$ cat config.mk
export PLATFORM = sky130hd
export DESIGN_NAME = calc_multiport
export DESIGN_NICKNAME = d
export VERILOG_FILES = /design/src/rtl/calc_pkg.sv /design/src/rtl/calc_alu.sv /design/src/rtl/calc_multiport.sv
export SDC_FILE = /design/constraint.sdc
export NUM_CORES = 2
export LEC_CHECK = 0
export BUFFER_PORTS_ARGS = -buffer_cell sky130_fd_sc_hd__buf_2
export CAP_MARGIN = 5
export CORE_ASPECT_RATIO = 0.7
export CORE_MARGIN = 3
export CORE_UTILIZATION = 24
export DETAILED_ROUTE_END_ITERATION = 8
export GPL_TIMING_DRIVEN = 0
export PLACE_DENSITY_LB_ADDON = 0.25
export SYNTH_ARGS = -nofsm -noshare
export SYNTH_HDL_FRONTEND = slang
export SYNTH_HIERARCHICAL = 1
export SYNTH_SLANG_ARGS = --single-unit
$ cat constraint.sdc
create_clock -name c_clk -period 6.1 [get_ports c_clk]
set_clock_uncertainty 0.15 [all_clocks]
set_input_delay 0.915 -clock c_clk [delete_from_list [all_inputs] [get_ports c_clk]]
set_output_delay 0.915 -clock c_clk [all_outputs]
set_load 0.1 [all_outputs]
$ cat src/rtl/calc_pkg.sv
`default_nettype none
// ============================================================================
// Module      : calc_pkg
// Description : Shared definitions for the multi-port calculator. Holds the
//               command encodings, response codes and the queued request
//               entry (cmd, op1, op2). Operand fields are sized for the widest
//               supported DATA_W (64). Narrower builds zero-extend into them.
// Revision    : 1.0  initial release
// ============================================================================
package calc_pkg;

    localparam int C_MAX_DATA_W = 64;

    // Command nibble encodings
    localparam logic [3:0] c_cmd_nop = 4'd0;
    localparam logic [3:0] c_cmd_add = 4'd1;
    localparam logic [3:0] c_cmd_sub = 4'd2;
    localparam logic [3:0] c_cmd_rol = 4'd3;
    localparam logic [3:0] c_cmd_ror = 4'd4;
    localparam logic [3:0] c_cmd_shl = 4'd5;
    localparam logic [3:0] c_cmd_shr = 4'd6;

    // Response codes
    localparam logic [1:0] c_resp_none = 2'd0;
    localparam logic [1:0] c_resp_ok   = 2'd1;
    localparam logic [1:0] c_resp_err  = 2'd2;

    typedef struct packed {
        logic [3:0]              cmd;
        logic [C_MAX_DATA_W-1:0] op1;
        logic [C_MAX_DATA_W-1:0] op2;
    } calc_entry_t;

endpackage
`default_nettype wire

$ cat src/rtl/calc_alu.sv
`default_nettype none
// ============================================================================
// Module      : calc_alu
// Description : Purely combinational operation unit.
//               add/sub are unsigned with overflow/underflow reported as an
//               error response; shifts are logical with the amount taken
//               from the low log2(DATA_W) bits of op2.
//               Optional macro CALC_ROTATE_EN enables rotate-left (cmd 3)
//               and rotate-right (cmd 4); without it those are invalid.
// Ports       : cmd  [3:0]        command nibble
//               op1  [DATA_W-1:0] first operand
//               op2  [DATA_W-1:0] second operand / shift amount
//               resp [1:0]        1 success, 2 overflow/underflow/invalid
//               data [DATA_W-1:0] result, forced to 0 unless resp is 1
// Revision    : 1.0  initial release
// ============================================================================
module calc_alu
    import calc_pkg::*;
#(
    parameter int DATA_W = 32
) (
    input  logic [3:0]        cmd,
    input  logic [DATA_W-1:0] op1,
    input  logic [DATA_W-1:0] op2,
    output logic [1:0]        resp,
    output logic [DATA_W-1:0] data
);

    localparam int c_sh_w = $clog2(DATA_W);

    logic [c_sh_w-1:0] w_amt;
    logic [DATA_W:0]   w_sum;

    assign w_amt = op2[c_sh_w-1:0];
    assign w_sum = {1'b0, op1} + {1'b0, op2};

    always_comb begin
        resp = c_resp_err;
        data = '0;
        case (cmd)
            c_cmd_add: begin
                if (!w_sum[DATA_W]) begin
                    resp = c_resp_ok;
                    data = w_sum[DATA_W-1:0];
                end
            end
            c_cmd_sub: begin
                if (op2 <= op1) begin
                    resp = c_resp_ok;
                    data = op1 - op2;
                end
            end
            c_cmd_shl: begin
                resp = c_resp_ok;
                data = op1 << w_amt;
            end
            c_cmd_shr: begin
                resp = c_resp_ok;
                data = op1 >> w_amt;
            end
`ifdef CALC_ROTATE_EN
            // A shift by DATA_W yields 0, so amount 0 degenerates cleanly.
            c_cmd_rol: begin
                resp = c_resp_ok;
                data = (op1 << w_amt) | (op1 >> (DATA_W - w_amt));
            end
            c_cmd_ror: begin
                resp = c_resp_ok;
                data = (op1 >> w_amt) | (op1 << (DATA_W - w_amt));
            end
`endif
            default: begin
                resp = c_resp_err;
                data = '0;
            end
        endcase
    end

endmodule
`default_nettype wire

$ cat src/rtl/calc_multiport.sv
`default_nettype none
// ============================================================================
// Module      : calc_multiport
// Description : Multi-requester calculator. Each port sends a two-cycle
//               request (cmd + op1, then op2), which is queued in a per-port
//               FIFO. A round-robin arbiter drains one FIFO entry per cycle
//               through calc_alu; the result is registered and shown on the
//               owning port's out_resp/out_data for exactly one cycle.
//               Optional macro CALC_ROTATE_EN (see calc_alu) adds rotates.
// Ports       : c_clk       clock, rising edge
//               reset       asynchronous active-low reset
//               req_cmd_in  [4*NUM_PORTS-1:0]      per-port command nibble
//               req_data_in [DATA_W*NUM_PORTS-1:0] per-port operand bus
//               req_ready   [NUM_PORTS-1:0]        port may issue a command
//               out_resp    [2*NUM_PORTS-1:0]      per-port response code
//               out_data    [DATA_W*NUM_PORTS-1:0] per-port result
// Revision    : 1.0  initial release
// ============================================================================
module calc_multiport
    import calc_pkg::*;
#(
    parameter int NUM_PORTS  = 4,
    parameter int DATA_W     = 32,
    parameter int FIFO_DEPTH = 4
) (
    input  logic                        c_clk,
    input  logic                        reset,
    input  logic [4*NUM_PORTS-1:0]      req_cmd_in,
    input  logic [DATA_W*NUM_PORTS-1:0] req_data_in,
    output logic [NUM_PORTS-1:0]        req_ready,
    output logic [2*NUM_PORTS-1:0]      out_resp,
    output logic [DATA_W*NUM_PORTS-1:0] out_data
);

    localparam int c_ptr_w  = $clog2(FIFO_DEPTH);
    localparam int c_cnt_w  = c_ptr_w + 1;
    localparam int c_port_w = (NUM_PORTS > 1) ? $clog2(NUM_PORTS) : 1;
    localparam logic [c_cnt_w-1:0] c_depth = c_cnt_w'(FIFO_DEPTH);

    // Held low through reset and for the first edge after release so that
    // req_ready reads 0 while reset is asserted.
    logic                          r_ready_en;
    logic [c_port_w-1:0]           r_rr_ptr;
    logic [2*NUM_PORTS-1:0]        r_out_resp;
    logic [DATA_W*NUM_PORTS-1:0]   r_out_data;

    logic [NUM_PORTS-1:0]          w_non_empty;
    logic [NUM_PORTS-1:0]          w_grant;
    logic                          w_grant_vld;
    logic [c_port_w-1:0]           w_grant_idx;
    calc_entry_t                   w_head [NUM_PORTS];
    calc_entry_t                   w_sel;
    logic [1:0]                    w_alu_resp;
    logic [DATA_W-1:0]             w_alu_data;
    logic                          w_unused_sel;

    // ------------------------------------------------------------------
    // Per-port request capture and command FIFO
    // ------------------------------------------------------------------
    for (genvar gi = 0; gi < NUM_PORTS; gi++) begin : g_port
        calc_entry_t          r_mem [FIFO_DEPTH];
        logic [c_ptr_w-1:0]   r_wr_ptr;
        logic [c_ptr_w-1:0]   r_rd_ptr;
        logic [c_cnt_w-1:0]   r_count;
        logic                 r_half;
        logic [3:0]           r_half_cmd;
        logic [DATA_W-1:0]    r_half_op1;
        logic [3:0]           w_cmd;
        logic [DATA_W-1:0]    w_data;
        logic [c_cnt_w-1:0]   w_fill;
        logic                 w_accept;
        logic                 w_push;
        logic                 w_pop;

        assign w_cmd  = req_cmd_in[4*gi +: 4];
        assign w_data = req_data_in[DATA_W*gi +: DATA_W];

        // Counting the half-received request guarantees its operand2 cycle
        // always finds a free slot.
        assign w_fill         = r_count + c_cnt_w'(r_half);
        assign req_ready[gi]  = r_ready_en && (w_fill < c_depth);

        // While a request is half-received the nibble is operand2 data.
        assign w_accept = req_ready[gi] && !r_half && (w_cmd != c_cmd_nop);
        assign w_push   = r_half;
        assign w_pop    = w_grant[gi];

        assign w_non_empty[gi] = (r_count != '0);
        assign w_head[gi]      = r_mem[r_rd_ptr];

        always_ff @(posedge c_clk or negedge reset) begin
            if (!reset) begin
                r_half     <= 1'b0;
                r_half_cmd <= '0;
                r_half_op1 <= '0;
                r_wr_ptr   <= '0;
                r_rd_ptr   <= '0;
                r_count    <= '0;
            end else begin
                if (w_accept) begin
                    r_half     <= 1'b1;
                    r_half_cmd <= w_cmd;
                    r_half_op1 <= w_data;
                end else if (r_half) begin
                    r_half <= 1'b0;
                end
                if (w_push) begin
                    r_wr_ptr <= r_wr_ptr + c_ptr_w'(1);
                end
                if (w_pop) begin
                    r_rd_ptr <= r_rd_ptr + c_ptr_w'(1);
                end
                if (w_push && !w_pop) begin
                    r_count <= r_count + c_cnt_w'(1);
                end else if (!w_push && w_pop) begin
                    r_count <= r_count - c_cnt_w'(1);
                end
            end
        end

        // Storage needs no reset: the flushed pointers make old entries dead.
        always_ff @(posedge c_clk) begin
            if (w_push) begin
                r_mem[r_wr_ptr].cmd <= r_half_cmd;
                r_mem[r_wr_ptr].op1 <= C_MAX_DATA_W'(r_half_op1);
                r_mem[r_wr_ptr].op2 <= C_MAX_DATA_W'(w_data);
            end
        end
    end

    // ------------------------------------------------------------------
    // Round-robin arbiter: search starts at r_rr_ptr (port after last grant)
    // ------------------------------------------------------------------
    always_comb begin
        int w_idx;
        w_idx       = 0;
        w_grant_vld = 1'b0;
        w_grant_idx = '0;
        for (int k = 0; k < NUM_PORTS; k++) begin
            w_idx = int'(r_rr_ptr) + k;
            if (w_idx >= NUM_PORTS) begin
                w_idx = w_idx - NUM_PORTS;
            end
            if (!w_grant_vld && w_non_empty[c_port_w'(w_idx)]) begin
                w_grant_vld = 1'b1;
                w_grant_idx = c_port_w'(w_idx);
            end
        end
    end

    assign w_grant = w_grant_vld ? (NUM_PORTS'(1) << w_grant_idx) : '0;

    assign w_sel        = w_head[w_grant_idx];
    // Operand bits above DATA_W are always zero in narrow builds.
    assign w_unused_sel = ^w_sel;

    calc_alu #(
        .DATA_W (DATA_W)
    ) u_alu (
        .cmd  (w_sel.cmd),
        .op1  (w_sel.op1[DATA_W-1:0]),
        .op2  (w_sel.op2[DATA_W-1:0]),
        .resp (w_alu_resp),
        .data (w_alu_data)
    );

    // ------------------------------------------------------------------
    // Result register: one-cycle pulse on the granted port's lanes
    // ------------------------------------------------------------------
    always_ff @(posedge c_clk or negedge reset) begin
        if (!reset) begin
            r_ready_en <= 1'b0;
            r_rr_ptr   <= '0;
            r_out_resp <= '0;
            r_out_data <= '0;
        end else begin
            r_ready_en <= 1'b1;
            r_out_resp <= '0;
            r_out_data <= '0;
            if (w_grant_vld) begin
                r_out_resp[2*w_grant_idx +: 2]           <= w_alu_resp;
                r_out_data[DATA_W*w_grant_idx +: DATA_W] <= w_alu_data;
                r_rr_ptr <= (w_grant_idx == c_port_w'(NUM_PORTS - 1))
                            ? '0 : w_grant_idx + c_port_w'(1);
            end
        end
    end

    assign out_resp = r_out_resp;
    assign out_data = r_out_data;

endmodule
`default_nettype wire

==> metrics.cfg <==
[worst_setup_path]
crit_fanout = 11
crit_start = g_port[1].r_count[2]
crit_required_ns = 6.69
critPathKind = register to register
critPathCaptureType = register
setup.worst_path.end = out_data[84]
rr_endpoint = out_data[84]
worstPathArrival_ns = 6.59
r2r_slack_ns = 0.10
r2r_start = g_port[1].r_count[2]
cp-start-kind = register
reg2reg_depth = 25

[min_path]
hold_class = primary input to register

[placement]
place_ws_ns = -3.45
gp_congestion = 0.939
port_buffers = 285
place_hpwl_um = 159000

[run]
max_cap_viol_count = 0

[synth]
yosysWarnings = 6
syn_area_per_cell_um2 = 16.1
ys_seq_area_share_pct = 67.4
syn_inst = 3746
synth-async-reset-ratio_pct = 22.5
synth_top_flop_cell = edfxtp_1
netlist_area_um2 = 60100
synth.distinct_cells = 99
ys_ff_latch = 1403
synth_fp_nets = 3989
synth_edf_count = 1088

[route]
via_per_inst = 4.76
drt_iter0_drc = 4205
drt-total-wl_um = 215000
post_drt_wl_per_cell_um = 27.8
ant_nets = 0
dr_total_vias = 36800
drc_errors = 0
first_pass_iters = 6

[die]
design.die.area_um2 = 257000
rows = 153
die_w_um = 604
core_area_um2 = 249000
pin_count = 286
die_h_um = 425
initial_core_util_pct = 24.2

[final_layout]
drive_gt1_share_pct = 31.3
fillCellCount = 25000
syn_to_final_growth_pct = 22.0
num-nets-final = 4503
final_common_cell = edfxtp_1
layout_common_cells = edfxtp_1 (1088), buf_2 (317), nand2_1 (315)

[timing]
period_share_pct = 98.3
tightest_slew_ns = 1.31
slew_viol_final = 0
setup_ws_ns = 0.101
setup_violations = 0
relSlewSlack_pct = 12.7
setup_tns_ns = 0
max_freq_mhz = 167
hold_viol_final = 0
fin_crit_ns = 6.00

[clocking]
cts_tree = built
clk_pin_slew_worst_paths_ns = 0.06
cts_buffers = 151
htree_levels = 4
cts_sinks = 1403
cts_root_buf = clkbuf_16
clock_latency_ns = 0.81
clk_path_buf_depth = 4

[global_routing]
grt_pass1_wl_um = 296000
grt_max_degree = 113
grt_use_total_pct = 16.4
gr-total-overflow = 0
grt_pass1_vias = 35900
antenna_found_initial = 91

[outcome]
run_status = complete, no violations

[through the flow]
| stage | utilization, % | instances | hold slack, ns | instance area, µm² |
|---|---|---|---|---|
| after floorplan | - | 3746 | 0.322 | 60100 |
| after global placement | 26.4 | 7363 | 0.342 | 65700 |
| after detailed placement | 26.7 | 7386 | 0.353 | 66300 |
| after CTS | 29.2 | 7687 | 0.121 | 72600 |
| after global routing | 29.4 | 7706 | 0.155 | 73300 |
| final | 29.5 | 7726 | 0.195 | 73300 |
[timing repair]
| item | 4_1_cts | 5_1_grt |
|---|---|---|
| resized for setup | 222 | 162 |
| cloned | 2 | 1 |
| endpoints found under the hold margin | 28 | 0 |
| pin swaps | 32 | 27 |
| setup buffers | 33 | 18 |
| endpoints found under the setup margin | 136 | 136 |
| hold buffers | 1 | 0 |
[cell usage after synthesis (all sizes together) (69+ instances only)]
library cell | instances | area, µm²
and2 | 164 | 1030
ha | 91 | 1140
a21oi | 184 | 943
clkbuf | 153 | 578
o21ai | 92 | 468
mux4 | 279 | 6280
mux2 | 172 | 1940
dfrtp | 315 | 7880
edfxtp | 1088 | 32700
buf | 78 | 449
nand2 | 328 | 1230
inv | 94 | 355
a32oi | 69 | 604
nor2 | 151 | 569
[layout make-up]
class	instances	area, µm²	area share [%]
buffer	228	1320	1.80
clock buffer	207	4210	5.75
multi-input combinational	2018	19500	26.6
clock inverter	58	569	0.776
inverter	94	374	0.510
tap	3332	4170	5.69
antenna	22	55.1	0.0751
timing repair buffer	364	2530	3.45
sequential	1403	40600	55.3
[flip-flops by register name, summed over array words and instances, names as in the netlist]
| register | count |
|---|---|
| out_data | 128 |
| r_rr_ptr | 2 |
| r_ready_en | 1 |
| g_port.r_half | 4 |
| out_resp | 8 |
| g_port.r_count | 12 |
| g_port.r_half_op1 | 128 |
| g_port.r_wr_ptr | 8 |
| g_port.r_mem | 1088 |
| g_port.r_half_cmd | 16 |
| g_port.r_rd_ptr | 8 |
[layer usage]
| layer | wire, µm | vias to the layer above | GRT usage [%] |
|---|---|---|---|
| met5 | 82 | - | 0 |
| met4 | 5790 | 12 | 3.49 |
| met3 | 17900 | 336 | 3.93 |
| li1 | - | 15600 | - |
| met2 | 92000 | 1489 | 24.3 |
| met1 | 98900 | 19300 | 24.2 |
[worst max-delay path, cell delays in order (launching register included)]
cell       delay (ns)
dfrtp_2          0.41
or3_4            0.47
or3_1            0.33
and3_4           0.18
buf_6            0.14
buf_6            0.16
clkbuf_8         0.20
a21oi_2          0.19
a32oi_4          0.09
buf_12           0.16
inv_4            0.17
buf_6            0.21
clkbuf_8         0.24
fa_2             0.28
nor2_4           0.06
o311ai_4         0.34
a211oi_4         0.16
o211ai_4         0.29
nand2_2          0.15
and4_4           0.22
or2_1            0.21
buf_6            0.16
bufbuf_16        0.29
o221a_2          0.25
o21ai_4          0.22
and2_1           0.16
[how the worst min path moves through the flow]
stage / startpoint / to / slack, ns / cells past startpoint
2_1_floorplan: g_port[0].r_half_op1[0] / g_port[0].r_mem[0][32] / 0.32 / 0
3_3_place_gp: g_port[2].r_half_op1[4] / g_port[2].r_mem[3][36] / 0.34 / 0
3_5_place_dp: g_port[2].r_half_op1[31] / g_port[2].r_mem[0][63] / 0.35 / 0
4_1_cts: req_data_in[79] / g_port[2].r_mem[3][15] / 0.12 / 1
5_1_grt: req_data_in[72] / g_port[2].r_mem[3][8] / 0.16 / 1
6_report: req_data_in[79] / g_port[2].r_mem[2][15] / 0.20 / 1
[cell families (layout without fill, tap and decap cells)]
family / after synthesis / after routing / share of synthesized area (%)
DFF: 1403 / 1403 / 67.4
muxes: 512 / 512 / 14.7
AOI/OAI and AO/OA: 568 / 568 / 6.57
buffers and inverters: 325 / 951 / 2.30
adders and majority gates: 97 / 97 / 2.09
other: 1 / 23 / 0.00624
xor gates and xnor gates: 28 / 28 / 0.408
and+or+nand+nor: 812 / 812 / 6.49
Power is left out: the tool's default activity adds up to more than one toggle a clock period on the data nets, which glitch-free logic cannot reach.
